`config.mk`:
```
export PLATFORM = sky130hd
export DESIGN_NAME = sonar_scan_controller
export DESIGN_NICKNAME = d
export VERILOG_FILES = /design/src/rtl/sonar_scan_controller.sv
export SDC_FILE = /design/constraint.sdc
export NUM_CORES = 1
export LEC_CHECK = 0
export ABC_CLOCK_PERIOD_IN_PS = 5000
export BUFFER_PORTS_ARGS = -buffer_cell sky130_fd_sc_hd__buf_2
export CORE_ASPECT_RATIO = 1.1
export CORE_MARGIN = 2
export CORE_UTILIZATION = 54
export DETAILED_ROUTE_END_ITERATION = 16
export GPL_ROUTABILITY_DRIVEN = 0
export PLACE_DENSITY_LB_ADDON = 0.2
export SLEW_MARGIN = 30
export SYNTH_ARGS = -nofsm -noshare
export SYNTH_HDL_FRONTEND = slang
export SYNTH_SLANG_ARGS = --single-unit
```
`constraint.sdc`:
```
create_clock -name clk -period 5 [get_ports clk]
set_input_delay 1.5 -clock clk [delete_from_list [all_inputs] [get_ports clk]]
set_output_delay 1.5 -clock clk [all_outputs]
set_load 0.02 [all_outputs]
```
`src/rtl/sonar_scan_controller.sv`:
```
`default_nettype none
// ============================================================================
// Module      : sonar_scan_controller
// Description : Round-robin scheduler for NUM_CH proximity sensors with
//               per-channel result store, sticky timeouts and optional
//               nearest-object tracker (enable with `define SONAR_NEAREST_EN).
// Revision    : 1.0 - initial release
// ============================================================================
module sonar_scan_controller #(
    parameter int NUM_CH         = 4,
    parameter int DIST_W         = 22,
    parameter int SLOT_CYCLES    = 3_125_000,
    parameter int TIMEOUT_CYCLES = 1_500_000
) (
    input  logic                        clk,
    input  logic                        rst_n,
    input  logic                        en,
    input  logic [NUM_CH-1:0]           ch_mask,
    input  logic [NUM_CH-1:0]           sensor_ready,
    input  logic [NUM_CH*DIST_W-1:0]    sensor_dist,
    output logic [NUM_CH-1:0]           measure,
    output logic [$clog2(NUM_CH)-1:0]   cur_ch,
    output logic [NUM_CH*DIST_W-1:0]    dist_out,
    output logic [NUM_CH-1:0]           dist_valid,
    output logic [NUM_CH-1:0]           timeout_err,
    output logic                        frame_done,
    output logic [DIST_W-1:0]           nearest_dist,
    output logic [$clog2(NUM_CH)-1:0]   nearest_ch
);

    localparam int c_CH_W   = $clog2(NUM_CH);
    localparam int c_SLOT_W = $clog2(SLOT_CYCLES + 1);
    localparam int c_TMO_W  = $clog2(TIMEOUT_CYCLES + 1);
    localparam logic [c_SLOT_W-1:0] c_SLOT_LAST = c_SLOT_W'(SLOT_CYCLES - 1);
    localparam logic [c_TMO_W-1:0]  c_TMO_LAST  = c_TMO_W'(TIMEOUT_CYCLES - 1);

    localparam logic [2:0] c_ST_IDLE      = 3'd0;
    localparam logic [2:0] c_ST_WAIT_SLOT = 3'd1;
    localparam logic [2:0] c_ST_FIRE      = 3'd2;
    localparam logic [2:0] c_ST_WAIT_BUSY = 3'd3;
    localparam logic [2:0] c_ST_WAIT_DONE = 3'd4;
    localparam logic [2:0] c_ST_STORE     = 3'd5;

    logic [2:0]               r_state;
    logic [c_SLOT_W-1:0]      r_slot_cnt;
    logic [c_TMO_W-1:0]       r_tmo_cnt;
    logic [c_CH_W-1:0]        r_cur_ch;
    logic [NUM_CH-1:0]        r_measure;
    logic [NUM_CH*DIST_W-1:0] r_dist_out;
    logic [NUM_CH-1:0]        r_dist_valid;
    logic [NUM_CH-1:0]        r_timeout_err;
    logic                     r_frame_done;

    logic [c_CH_W-1:0]        w_lowest;
    logic [c_CH_W-1:0]        w_next;
    logic                     w_wrap;
    logic                     w_mask_any;
    logic                     w_cur_ready;
    logic                     w_tmo_hit;
    logic                     w_tmo_evt;
    logic                     w_advance;
    logic [NUM_CH-1:0]        w_cur_onehot;

    assign w_mask_any   = |ch_mask;
    assign w_cur_ready  = sensor_ready[r_cur_ch];
    assign w_tmo_hit    = (r_tmo_cnt >= c_TMO_LAST);
    assign w_cur_onehot = {{(NUM_CH-1){1'b0}}, 1'b1} << r_cur_ch;

    // A result arriving on the same cycle as the timeout wins in WAIT_DONE.
    assign w_tmo_evt = ((r_state == c_ST_WAIT_BUSY) && w_tmo_hit) ||
                       ((r_state == c_ST_WAIT_DONE) && !w_cur_ready && w_tmo_hit);
    assign w_advance = (r_state == c_ST_STORE) || w_tmo_evt;

    // Descending scan: the last hit is the smallest qualifying index.
    always_comb begin
        w_lowest = '0;
        w_next   = '0;
        w_wrap   = 1'b1;
        for (int i = NUM_CH - 1; i >= 0; i--) begin
            if (ch_mask[i]) begin
                w_lowest = c_CH_W'(i);
                if (i > int'(r_cur_ch)) begin
                    w_next = c_CH_W'(i);
                    w_wrap = 1'b0;
                end
            end
        end
        if (w_wrap) begin
            w_next = w_lowest;
        end
    end

    always_ff @(posedge clk or negedge rst_n) begin
        if (!rst_n) begin
            r_state       <= c_ST_IDLE;
            r_slot_cnt    <= '0;
            r_tmo_cnt     <= '0;
            r_cur_ch      <= '0;
            r_measure     <= '0;
            r_dist_out    <= '0;
            r_dist_valid  <= '0;
            r_timeout_err <= '0;
            r_frame_done  <= 1'b0;
        end else begin
            r_measure    <= '0;
            r_frame_done <= 1'b0;

            // Slot counter saturates so pulse spacing is max(slot, measurement).
            if ((r_state != c_ST_IDLE) && (r_slot_cnt != c_SLOT_LAST)) begin
                r_slot_cnt <= r_slot_cnt + 1'b1;
            end

            case (r_state)
                c_ST_IDLE: begin
                    r_slot_cnt <= '0;
                    if (en && w_mask_any) begin
                        r_cur_ch <= w_lowest;
                        r_state  <= c_ST_WAIT_SLOT;
                    end
                end
                c_ST_WAIT_SLOT: begin
                    if (!en) begin
                        r_state <= c_ST_IDLE;
                    end else if ((r_slot_cnt == c_SLOT_LAST) && w_cur_ready) begin
                        r_state    <= c_ST_FIRE;
                        r_slot_cnt <= '0;
                        r_tmo_cnt  <= '0;
                        r_measure  <= w_cur_onehot;
                    end
                end
                c_ST_FIRE: begin
                    r_tmo_cnt <= r_tmo_cnt + 1'b1;
                    r_state   <= c_ST_WAIT_BUSY;
                end
                c_ST_WAIT_BUSY: begin
                    r_tmo_cnt <= r_tmo_cnt + 1'b1;
                    if (!w_tmo_hit && !w_cur_ready) begin
                        r_state <= c_ST_WAIT_DONE;
                    end
                end
                c_ST_WAIT_DONE: begin
                    r_tmo_cnt <= r_tmo_cnt + 1'b1;
                    if (w_cur_ready) begin
                        r_dist_out[int'(r_cur_ch)*DIST_W +: DIST_W] <=
                            sensor_dist[int'(r_cur_ch)*DIST_W +: DIST_W];
                        r_dist_valid[r_cur_ch]  <= 1'b1;
                        r_timeout_err[r_cur_ch] <= 1'b0;
                        r_state                 <= c_ST_STORE;
                    end
                end
                c_ST_STORE: begin
                    r_state <= c_ST_IDLE;
                end
                default: begin
                    r_state <= c_ST_IDLE;
                end
            endcase

            if (w_tmo_evt) begin
                r_timeout_err[r_cur_ch] <= 1'b1;
                r_dist_valid[r_cur_ch]  <= 1'b0;
            end

            // The mask is only looked at here, so in-flight measurements never abort.
            if (w_advance) begin
                if (w_mask_any) begin
                    r_cur_ch     <= w_next;
                    r_frame_done <= w_wrap;
                end
                r_state <= (en && w_mask_any) ? c_ST_WAIT_SLOT : c_ST_IDLE;
            end
        end
    end

    assign measure     = r_measure;
    assign cur_ch      = r_cur_ch;
    assign dist_out    = r_dist_out;
    assign dist_valid  = r_dist_valid;
    assign timeout_err = r_timeout_err;
    assign frame_done  = r_frame_done;

`ifdef SONAR_NEAREST_EN
    logic [DIST_W-1:0] w_min_dist;
    logic [c_CH_W-1:0] w_min_ch;
    logic              w_found;
    logic [DIST_W-1:0] r_nearest_dist;
    logic [c_CH_W-1:0] r_nearest_ch;

    // Strict less-than keeps ties on the lowest index.
    always_comb begin
        w_min_dist = '1;
        w_min_ch   = '0;
        w_found    = 1'b0;
        for (int i = 0; i < NUM_CH; i++) begin
            if (r_dist_valid[i] &&
                (!w_found || (r_dist_out[i*DIST_W +: DIST_W] < w_min_dist))) begin
                w_min_dist = r_dist_out[i*DIST_W +: DIST_W];
                w_min_ch   = c_CH_W'(i);
                w_found    = 1'b1;
            end
        end
    end

    always_ff @(posedge clk or negedge rst_n) begin
        if (!rst_n) begin
            r_nearest_dist <= '1;
            r_nearest_ch   <= '0;
        end else begin
            r_nearest_dist <= w_min_dist;
            r_nearest_ch   <= w_min_ch;
        end
    end

    assign nearest_dist = r_nearest_dist;
    assign nearest_ch   = r_nearest_ch;
`else
    assign nearest_dist = '1;
    assign nearest_ch   = '0;
`endif

endmodule
`default_nettype wire

```
# [Word level (Yosys, flattened, before mapping)]
# Cells that the tools add are included.
[totals] inputBits=99 register_bits=149 out_inout_bits=127 elab_cells=113
[classes] multipliers=1 mux=52 n_bitwise=5 n_eq_ne=13 add_sub_neg=3 reduce_logical=20 n_lt_le_gt_ge=6 n_shift=4
[ops] operator="88-bit bitwise mux" n=1
[ops] operator="22-bit by 33-bit variable shift with 88-bit output (first input constant)" n=1
[ops] operator="22-bit by 33-bit variable part select with 88-bit output" n=1
[ops] operator="88-bit by 32-bit variable part select with 22-bit output" n=1
[ops] operator="22-bit two-way mux" n=3
[ops] operator="22-bit one-hot mux with 2 select lines" n=1
[ops] operator="21-bit two-way mux" n=2
[ops] operator="21-bit one-hot mux with 2 select lines" n=1
[ops] operator="4-bit two-way mux" n=9
[ops] operator="7-bit negator with 33-bit output" n=1
[ops] operator="2-bit two-way mux" n=15
[ops] operator="22-bit by 1-bit adder with 22-bit output (second input constant)" n=1
[ops] operator="22-bit == test (second input constant)" n=1
[ops] operator="22-bit inequality test (second input constant)" n=1
[ops] operator="21-bit by 1-bit adder with 21-bit output (second input constant)" n=1
[ops] operator="21-bit >= comparator (second input constant)" n=1
[ops] operator="3-bit two-way mux" n=6
[ops] operator="3-bit one-hot mux with 5 select lines" n=1
[ops] operator="1-bit two-way mux" n=11
[ops] operator="4-bit bitwise AND" n=2
[ops] operator="1-bit logical AND" n=8
[ops] operator="4-bit bitwise OR" n=2
[ops] operator="3-bit by 2-bit == test with 1-bit output (second input constant)" n=2
[ops] operator="3-bit == test (second input constant)" n=2
[ops] operator="24 further kinds" n=29

# [Logic depth before layout (Yosys ltp)]
# Gate-level depths: netlist of run 1.
[depth] depth_word=10 ltp_mapped=14

# [Worst setup path after synthesis of run 1]
# Ideal clock, no wire load.
[synth_path] path_kind="reg2reg" from="register r_cur_ch[1] (netlist: cur_ch[1])" to="register r_dist_out[13] (netlist: dist_out[13])" setup_time_ns=0.133 stages_incl_launch_ff=15 required_time_ns=4.867 n_path_buf=7 path_slack_ns=0.942 arrival_time_ns=3.925 cell_sequence="dfrtp_1 > buf_2 > buf_1 > buf_1 > inv_1 > ha_1 > buf_1 > clkbuf_1 > clkbuf_1 > buf_1 > nand2_1 > o211ai_1 > o21ai_0 > a22oi_1 > o21ai_0"
[synth_between] elab_chain_cells=4
[synth_rtl] item="from (decl)" line="47" rtl="logic [c_CH_W-1:0] r_cur_ch;"
[synth_rtl] item="from (signal assigned)" line="117" rtl="r_cur_ch <= w_lowest;"
[synth_rtl] item="from (signal assigned)" line="167" rtl="r_cur_ch <= w_next;"
[synth_rtl] item="2-bit by 4-bit multiplier with 6-bit output" line="144, 145"
[synth_rtl] item="88-bit by 32-bit variable part select with 22-bit output / 7-bit negator with 33-bit output (equally long branches)" line="145" rtl="sensor_dist[int'(r_cur_ch)*DIST_W +: DIST_W];"
[synth_rtl] item="22-bit by 33-bit variable part select with 88-bit output / 22-bit by 33-bit variable shift with 88-bit output (equally long branches)" line="144" rtl="r_dist_out[int'(r_cur_ch)*DIST_W +: DIST_W] <="
[synth_rtl] item="88-bit bitwise mux" line="144"
[synth_rtl] item="to (signal, indexed assignment)" line="144"
[synth_rtl] item="to (decl)" line="49" rtl="logic [NUM_CH*DIST_W-1:0] r_dist_out;"
# Several ways; a longest one is shown, not always the timed one. The select of a mux whose other input is x is not followed.
# A chain may end at the register's enable or synchronous reset.

# [Final worst setup path of run 1]
[layout_path] from="register r_cur_ch[1] (netlist: cur_ch[1])" to="register r_dist_out[20] (netlist: dist_out[20])"
# The elaborated chain is that of the path after synthesis.

==> results of run 1 <==
through the flow:
step | hold WS, ns | utilization (%) | instances
6_report | 0.473 | 65.0 | 1371
5_1_grt | 0.497 | 65.0 | 1371
4_1_cts | 0.479 | 65.0 | 1371
3_5_place_dp | 0.465 | 61.3 | 1339
3_3_place_gp | 0.458 | 61.3 | 1339
2_1_floorplan | 0.494 | - | 1007
cell usage after synthesis (all sizes together) (11+ instances only):
master	number
dfrtp	149
nand2	141
nor2	78
o21ai	75
clkbuf	46
a21oi	45
mux2i	43
buf	41
nand3	30
nor3	30
xnor2	29
a22o	19
inv	17
mux4	17
o31ai	17
mux2	16
nor4	15
and2	14
or3	11
routing by layer:
metal,GRT usage (%),up-vias
li1,-,3868
met1,43.7,3989
met2,46.2,458
met3,7.10,69
met4,10.8,0
met5,0,-
flip-flops by register name, indices dropped and copies added (netlist names):
signal	count
dist_valid	4
r_state	3
measure	4
dist_out	88
timeout_err	4
frame_done	1
r_slot_cnt	22
r_tmo_cnt	21
cur_ch	2
worst max-delay path by stage:
stage	endpoint	slack [ns]	cells past startpoint
after floorplan	dist_out[13]	0.94	14
after global placement	dist_out[9]	1.19	6
after detailed placement	dist_out[6]	1.13	6
after CTS	dist_out[20]	1.21	7
after global routing	dist_out[20]	0.79	7
final	dist_out[20]	1.17	7
kinds of logic after synthesis:
kind of cell / Yosys count / synth area share, %
flip-flops: 149 / 41.6
multiplexers: 76 / 11.1
other: 2 / 0.0839
AO/OA/AOI/OAI: 245 / 17.9
AND/OR/NAND/NOR: 363 / 18.8
XOR/XNOR: 35 / 3.42
adder cells (fa/ha/maj): 10 / 1.40
buffers and inverters: 105 / 5.58
cell usage in the layout, fill, tap and decap left out, types with 5 or more instances in the layout:
master | netlist | final
or3_1 | 11 | 11
nor2_1 | 78 | 78
o31ai_1 | 17 | 17
a211oi_1 | 5 | 5
inv_1 | 15 | 15
mux2_2 | 16 | 16
buf_2 | 6 | 200
nor3_1 | 30 | 30
nand2_1 | 141 | 141
a221oi_1 | 5 | 5
buf_4 | 24 | 13
a21oi_1 | 45 | 44
o21a_1 | 10 | 10
and3_1 | 8 | 8
xnor2_1 | 29 | 29
a22oi_1 | 7 | 7
clkbuf_16 | 0 | 17
o221ai_1 | 7 | 7
a22o_1 | 19 | 19
dfrtp_1 | 149 | 148
and2_1 | 12 | 12
nand2b_1 | 6 | 6
o22a_1 | 6 | 6
nand3_1 | 30 | 30
inv_6 | 0 | 6
o211ai_1 | 5 | 5
or4_1 | 5 | 5
mux4_2 | 17 | 17
nand4_1 | 9 | 9
ha_1 | 10 | 9
mux2i_1 | 43 | 43
nor4_1 | 15 | 15
xor2_1 | 6 | 6
a31oi_1 | 8 | 8
conb_1 | 2 | 24
o21ai_0 | 74 | 73
area by class of cell:
class / count / area, µm²
clock buffers: 20 / 457
clock inverters: 12 / 140
fillers: 1393 / 5700
inverters: 18 / 67.6
multi-input cells: 753 / 4830
flip-flops and latches: 149 / 3730
well taps: 204 / 255
repair buffers: 215 / 1130
critical path: stages (launching register included):
cell and delay [ns]:
dfrtp_2 0.66, buf_4 0.63, mux4_2 0.46, and3_1 0.64
nand2_1 0.62, nor4_1 0.46, a21oi_1 0.11, o31ai_1 0.11
report_power, final:
| group | leakage, nW | switching, mW | total (mW) | internal (mW) |
|---|---|---|---|---|
| Sequential | 2.03 | 0.0279 | 1.25 | 1.22 |
| Combinational | 2.55 | 1.03 | 1.51 | 0.481 |
| Clock | 0.297 | 0.537 | 1.31 | 0.771 |
==> out/metrics.yaml, run 1 <==
cts:
  cts-htree-levels: 4
  ctsHoldBuffers: 0
  clock_latency_ns: 0.43
  cts_resized: 0
  cts_sinks: 149
  cts_setup_buffers: 0
  root_buffer: "clkbuf_16"
  clk_pin_slew_ns: 0.06
  numCtsBuffers: 17
  cts_tree: "yes"
  clk_path_buf_depth: 2
worst_setup_path:
  r2r_cells: 7
  rr_endpoint: "dist_out[20]"
  crit_required_ns: 5.32
  reg2reg_slack_ns: 1.17
  critical_path.max_fanout: 43
  end_kind: "register"
  cp-start-kind: "register"
  crit_start: "cur_ch[1]"
  path_class: "reg2reg"
  arrival_ns: 4.15
  r2r-start: "cur_ch[1]"
timing:
  setup_viol: 0
  relSlewSlack_pct: 32.1
  period_share_pct: 76.6
  maxSlewViolCount: 0
  worst_pin_slew_ns: 1.01
  fmax_mhz: 261
  layout_setup_ws_ns: 1.17
  fin_crit_ns: 3.83
  hold_viol_final: 0
  skew_ns: 0.00956
  finalSetupTns_ns: 0
  rsz0062_at_grt: "false"
route:
  drt_wl_total_um: 26900
  drt_iter0_markers: 910
  num_vias: 8384
  ant_nets: 0
  wl_met2_um: 12200
  vias_per_cell: 6.12
  route.met3.wl_um: 2570
  post-route-drc-count: 0
  met1_length_um: 11400
  first_pass_iters: 7
  wl_per_cell_um: 19.6
  top_layer: "met4"
run:
  drv_cap: 0
floorplanning:
  io_pins: 226
  rows: 49
  die_height_um: 139
  initial_core_util_pct: 54.9
  die_area_mm2: 0.0176
  core_area_mm2: 0.0163
  die_w_um: 127
global_routing:
  antenna_found_initial: 0
  grt_pass1_vias: 7918
  grt_start_max_net_pins: 93
  grt_overflow_total: 0
  grt_pass1_wl_um: 42600
  grt_use_total_pct: 30.6
worst_hold_path:
  worstHoldStart: "dist_out[12]"
  hold_path_end: "dist_out[12]"
  hold_depth: 2
  hp-class: "reg2reg"
power_and_ir_drop:
  p_leak_nw: 4.88
  p_per_area_mw_per_mm2: 383
  ir_drop_mv: 0.257
  total_power_mw: 4.06
yosys:
  avgSynthCellArea_um2: 9.09
  synth-seq-area-share_pct: 41.6
  async_flop_share_pct: 100
  yosysTopAreaCell: "dfrtp_1"
  synth-main-ff-cell: "dfrtp_1"
  synth_cells: 985
  netlist_top_cells_area: "dfrtp_1 42%, nand2_1 5.9%, mux2i_1 4.8%, mux4_2 4.3%, o21ai_0 4.1%"
  synth_edf_count: 0
  post_synth_num_cell_types: 69
  synth_area_mm2: 0.00895
  synth-seq-cells: 149
  synth_warnings: 0
  synth_top_area_share_pct: 41.6
cells_and_area:
  fin_nets: 1263
  antenna_cells: 0
  fin_area_mm2: 0.0106
  drive_gt1_share_pct: 24.9
  area_growth_pct: 18.4
place:
  numPortBuffers: 201
  postPlaceCellArea_mm2: 0.0100
  pre_cts_slack_ns: 1.13
  dpl.hpwl_um: 19600
outcome:
  status: "complete, no violations"
No activity file was read; power rests on OpenSTA's default activity.
==> run 2, diff against run 1 <==
ABC_CLOCK_PERIOD_IN_PS = 3900   (was 5000)
clock period = 3.9 ns   (was 5 ns; I/O delays follow)
==> run 2 against run 1 <==
Against the previous run:
- clock power up 33%
- final cell count up 1.5%
- clock skew down 0.0013 ns
- routed wire length up 1.5%
- largest power group unchanged
- hold slack worse by 0.0024 ns
==> out/metrics.yaml, run 2 (synthesized netlist as in run 1, its figures left out) <==
cells_and_area:
  final_common_cell: "buf_2"
  multiInputGateArea_mm2: 0.00483
  n_fill_cell: 1370
  area_growth_pct: 20.3
  antenna_cells: 0
  final_cell_mix: "200 x buf_2, 147 x dfrtp_1, 141 x nand2_1"
  largest_reg_flops: 88
  seq_area_mm2: 0.00373
  fin_nets: 1283
  fin_area_mm2: 0.0108
  drive_gt1_share_pct: 26.3
  fin_util_pct: 66.1
route:
  post-route-drc-count: 0
  vias_per_cell: 6.11
  num_vias: 8495
  first_pass_iters: 6
  drt_wl_total_um: 27300
  wl_per_cell_um: 19.6
  ant_nets: 0
  drt_iter0_markers: 1049
worst_hold_path:
  hp-class: "reg2reg"
  hold_depth: 2
timing:
  skew_ns: 0.00830
  fmax_mhz: 304
  period_share_pct: 84.3
  setup_viol: 0
  fin_crit_ns: 3.29
  maxSlewViolCount: 0
  hold_viol_final: 0
  finalSetupTns_ns: 0
  worst_pin_slew_ns: 0.950
  rsz0062_at_grt: "false"
  relSlewSlack_pct: 36.2
global_routing:
  antenna_found_initial: 0
  grt_pass1_vias: 7867
  grt_use_total_pct: 30.8
  grt_start_max_net_pins: 81
  grt_pass1_wl_um: 42600
  grt_overflow_total: 0
cts:
  cts_setup_buffers: 0
  cts_tree: "yes"
  clk_pin_slew_ns: 0.06
  cts-htree-levels: 4
  clock_latency_ns: 0.43
  clk_path_buf_depth: 2
  cts_sinks: 149
  numCtsBuffers: 17
  ctsHoldBuffers: 0
  root_buffer: "clkbuf_16"
  cts_resized: 0
worst_setup_path:
  path_class: "reg2reg"
  crit_end: "dist_out[80]"
  reg2reg_slack_ns: 0.61
  rr_endpoint: "dist_out[80]"
  critical_path.max_fanout: 59
  r2r_cells: 6
  cp-start-kind: "register"
  crit_required_ns: 4.21
  crit_start: "cur_ch[1]"
  arrival_ns: 3.60
  r2r-start: "cur_ch[1]"
  end_kind: "register"
power_and_ir_drop:
  p_per_area_mw_per_mm2: 499
  ir_drop_mv: 0.378
  p_leak_nw: 4.98
place:
  numPortBuffers: 201
  postPlaceCellArea_mm2: 0.0101
  dpl.hpwl_um: 19900
outcome:
  status: "complete, no violations"
floorplanning:
  die_area_mm2: 0.0176
  die_height_um: 139
  io_pins: 226
  initial_core_util_pct: 54.9
  die_w_um: 127
  rows: 49
  core_area_mm2: 0.0163
run:
  drv_cap: 0
-- run 2: changes by cell type in the layout (fill, tap and decap cells not counted), sizes merged --
cell	change
buf	+20
bufinv	+2
clkbuf	-1
clkinv	+2
clkinvlp	+1
inv	-4
-- run 2: worst min path at each step --
stage | startpoint | to | slack, ns
6_report | dist_out[24] | dist_out[24] | 0.47
5_1_grt | dist_out[48] | dist_out[48] | 0.51
4_1_cts | dist_out[24] | dist_out[24] | 0.48
3_5_place_dp | dist_out[85] | dist_out[85] | 0.46
3_3_place_gp | dist_out[42] | dist_out[42] | 0.46
2_1_floorplan | r_tmo_cnt[0] | r_tmo_cnt[0] | 0.49
-- run 2: cell type report --
| cell class | count | share of cell area (%) |
|---|---|---|
| Timing Repair Buffer | 235 | 11.8 |
| Clock buffer | 19 | 4.11 |
| Tap cell | 204 | 2.37 |
| Multi-Input combinational cell | 753 | 44.8 |
| Clock inverter | 13 | 1.66 |
| Sequential cell | 149 | 34.6 |
| Inverter | 18 | 0.627 |
-- run 2: per-layer routing --
| layer | share of wire (%) | global-route usage (%) |
|---|---|---|
| met3 | 9.7 | 9.10 |
| met5 | 0 | 0 |
| met2 | 45 | 46.5 |
| met1 | 43 | 43.4 |
| met4 | 2.2 | 8.91 |
-- run 2: power by group --
group / total, mW / switching, mW / leakage (nW) / internal [mW]
registers: 1.59 / 0.0274 / 2.03 / 1.56
logic: 2.04 / 1.35 / 2.64 / 0.692
clock network: 1.74 / 0.656 / 0.307 / 1.09
total: 5.37 / 2.03 / 4.98 / 3.34
-- run 2: metrics by stage --
stage	worst slack [ns]	instances	total power [mW]	hold WS (ns)
after floorplan	0.0238	1007	2.92	0.494
after global placement	0.693	1359	3.55	0.458
after detailed placement	0.633	1359	3.57	0.461
after CTS	0.623	1391	5.30	0.477
after global routing	0.348	1391	5.58	0.509
final	0.610	1391	5.37	0.470
-- run 2: worst max-delay path, cell delays in order (launching register included) --
cell and delay (ns):
dfrtp_2 0.35, buf_4 0.66, mux4_2 0.49, and3_1 0.50
and2_1 0.68, o221ai_1 0.29, o21a_1 0.17
==> run 3, diff against run 2 <==
ABC_CLOCK_PERIOD_IN_PS = 3400   (was 3900)
clock period = 3.4 ns   (was 3.9 ns; I/O delays follow)
==> run 3 against run 2 <==
Against the previous run:
- sequential power up 14%
- hold slack better by 0.0054 ns
- sequential cell count unchanged
- setup slack worse by 0.26 ns
- first-iteration DRC count down 3.9%
- largest cell class unchanged
==> out/metrics.yaml, run 3 (synthesized netlist as in run 1, its figures left out) <==
timing:
  relSlewSlack_pct: 47.4
  period_share_pct: 89.7
  hold_slack_ns: 0.476
  finalSetupTns_ns: 0
  rsz0062_at_grt: "false"
  maxSlewViolCount: 0
  setup_viol: 0
  worst_pin_slew_ns: 0.787
  hold_viol_final: 0
  skew_ns: 0.0100
  fin_crit_ns: 3.05
  layout_setup_ws_ns: 0.352
  fmax_mhz: 328
floorplanning:
  die_height_um: 139
  core_area_mm2: 0.0163
  initial_core_util_pct: 54.9
  die_area_mm2: 0.0176
  rows: 49
  io_pins: 226
  die_w_um: 127
cells_and_area:
  area_growth_pct: 20.5
  largest_reg_flops: 88
  fin_util_pct: 66.2
  fin_nets: 1289
  drive_gt1_share_pct: 26.6
  final_cell_mix: "200 x buf_2, 147 x dfrtp_1, 141 x nand2_1"
  final_common_cell: "buf_2"
  fin_cells: 1398
  fin_area_mm2: 0.0108
worst_setup_path:
  path_class: "reg2reg"
  slowest_delay_ns: 0.67
  arrival_ns: 3.37
  end_kind: "register"
  critical_path.max_fanout: 38
  cp_top_family: "simple AND/OR/NAND/NOR gates"
  crit_required_ns: 3.72
  crit_path_top_delay_cell: "and2_1"
  crit_buf_inv: 1
  path_depth: 6
  worstPathCellList: "buf_4 > mux4_2 > and3_1 > and2_1 > o221ai_1 > o21a_1"
  cp-start-kind: "register"
  r2r_cells: 6
route:
  drt_iter0_markers: 1008
  vias_per_cell: 6.10
  post-route-drc-count: 0
  drt_wl_total_um: 27300
  wl_per_cell_um: 19.5
  ant_nets: 0
  num_vias: 8522
  first_pass_iters: 6
power_and_ir_drop:
  p_per_area_mw_per_mm2: 554
  p_leak_nw: 4.98
  total_power_mw: 5.98
  ir_drop_mv: 0.450
place:
  pre_cts_slack_ns: 0.344
  dp.cells: 1365
  postPlaceCellArea_mm2: 0.0102
  numPortBuffers: 201
  dpl.hpwl_um: 20100
outcome:
  status: "complete, no violations"
global_routing:
  grt_overflow_total: 0
  grt_start_max_net_pins: 71
  grt_pass1_vias: 7944
  antenna_found_initial: 0
  grt_pass1_wl_um: 43100
  grt_use_total_pct: 31.2
cts:
  clk_pin_slew_ns: 0.06
  ctsHoldBuffers: 0
  cts_resized: 0
  cts_tree: "yes"
  numCtsBuffers: 17
  clk_path_buf_depth: 2
  cts_setup_buffers: 0
  clock_latency_ns: 0.43
  root_buffer: "clkbuf_16"
  cts-htree-levels: 4
  cts_sinks: 149
run:
  drv_cap: 0
worst_hold_path:
  hold_depth: 2
  hp-class: "reg2reg"
[run 3: cell type report]
| cell class | count | area, µm² |
|---|---|---|
| Antenna cell | 1 | 2.50 |
| Timing Repair Buffer | 241 | 1360 |
| Fill cell | 1384 | 5520 |
| Sequential cell | 149 | 3730 |
| Clock buffer | 18 | 439 |
| Multi-Input combinational cell | 753 | 4810 |
| Clock inverter | 14 | 116 |
| Inverter | 18 | 67.6 |
| Tap cell | 204 | 255 |
[run 3: worst paths after layout]
| check | from | end | slack (ns) |
|---|---|---|---|
| min in group asynchronous | rst_n | r_slot_cnt[0] | 0.60 |
| setup reg to reg | cur_ch[1] | dist_out[72] | 0.35 |
| max in group asynchronous | rst_n | dist_out[11] | 2.10 |
| hold reg to reg | dist_out[22] | dist_out[22] | 0.48 |
| setup / recovery | cur_ch[1] | dist_out[72] | 0.35 |
| hold / removal | dist_out[22] | dist_out[22] | 0.48 |
[run 3: per-layer routing]
metal	track usage (%)	vias to the layer above	part of all wire, %
met2	49.3	484	47
met5	0	-	0
met3	6.29	65	9.0
li1	-	3921	-
met4	10.8	0	2.5
met1	43.2	4052	41
[run 3: report_power, final]
part / switching (mW) / internal (mW) / leakage [nW]
Clock: 0.816 / 0.969 / 0.262
Sequential: 0.0240 / 1.79 / 2.03
Combinational: 1.55 / 0.820 / 2.68
[run 3: worst reg2reg max path, cell delays in order, from the launching register on]
cell      delay, ns
dfrtp_2        0.42
buf_4          0.51
mux4_2         0.46
and3_1         0.44
and2_1         0.67
o221ai_1       0.28
o21a_1         0.16
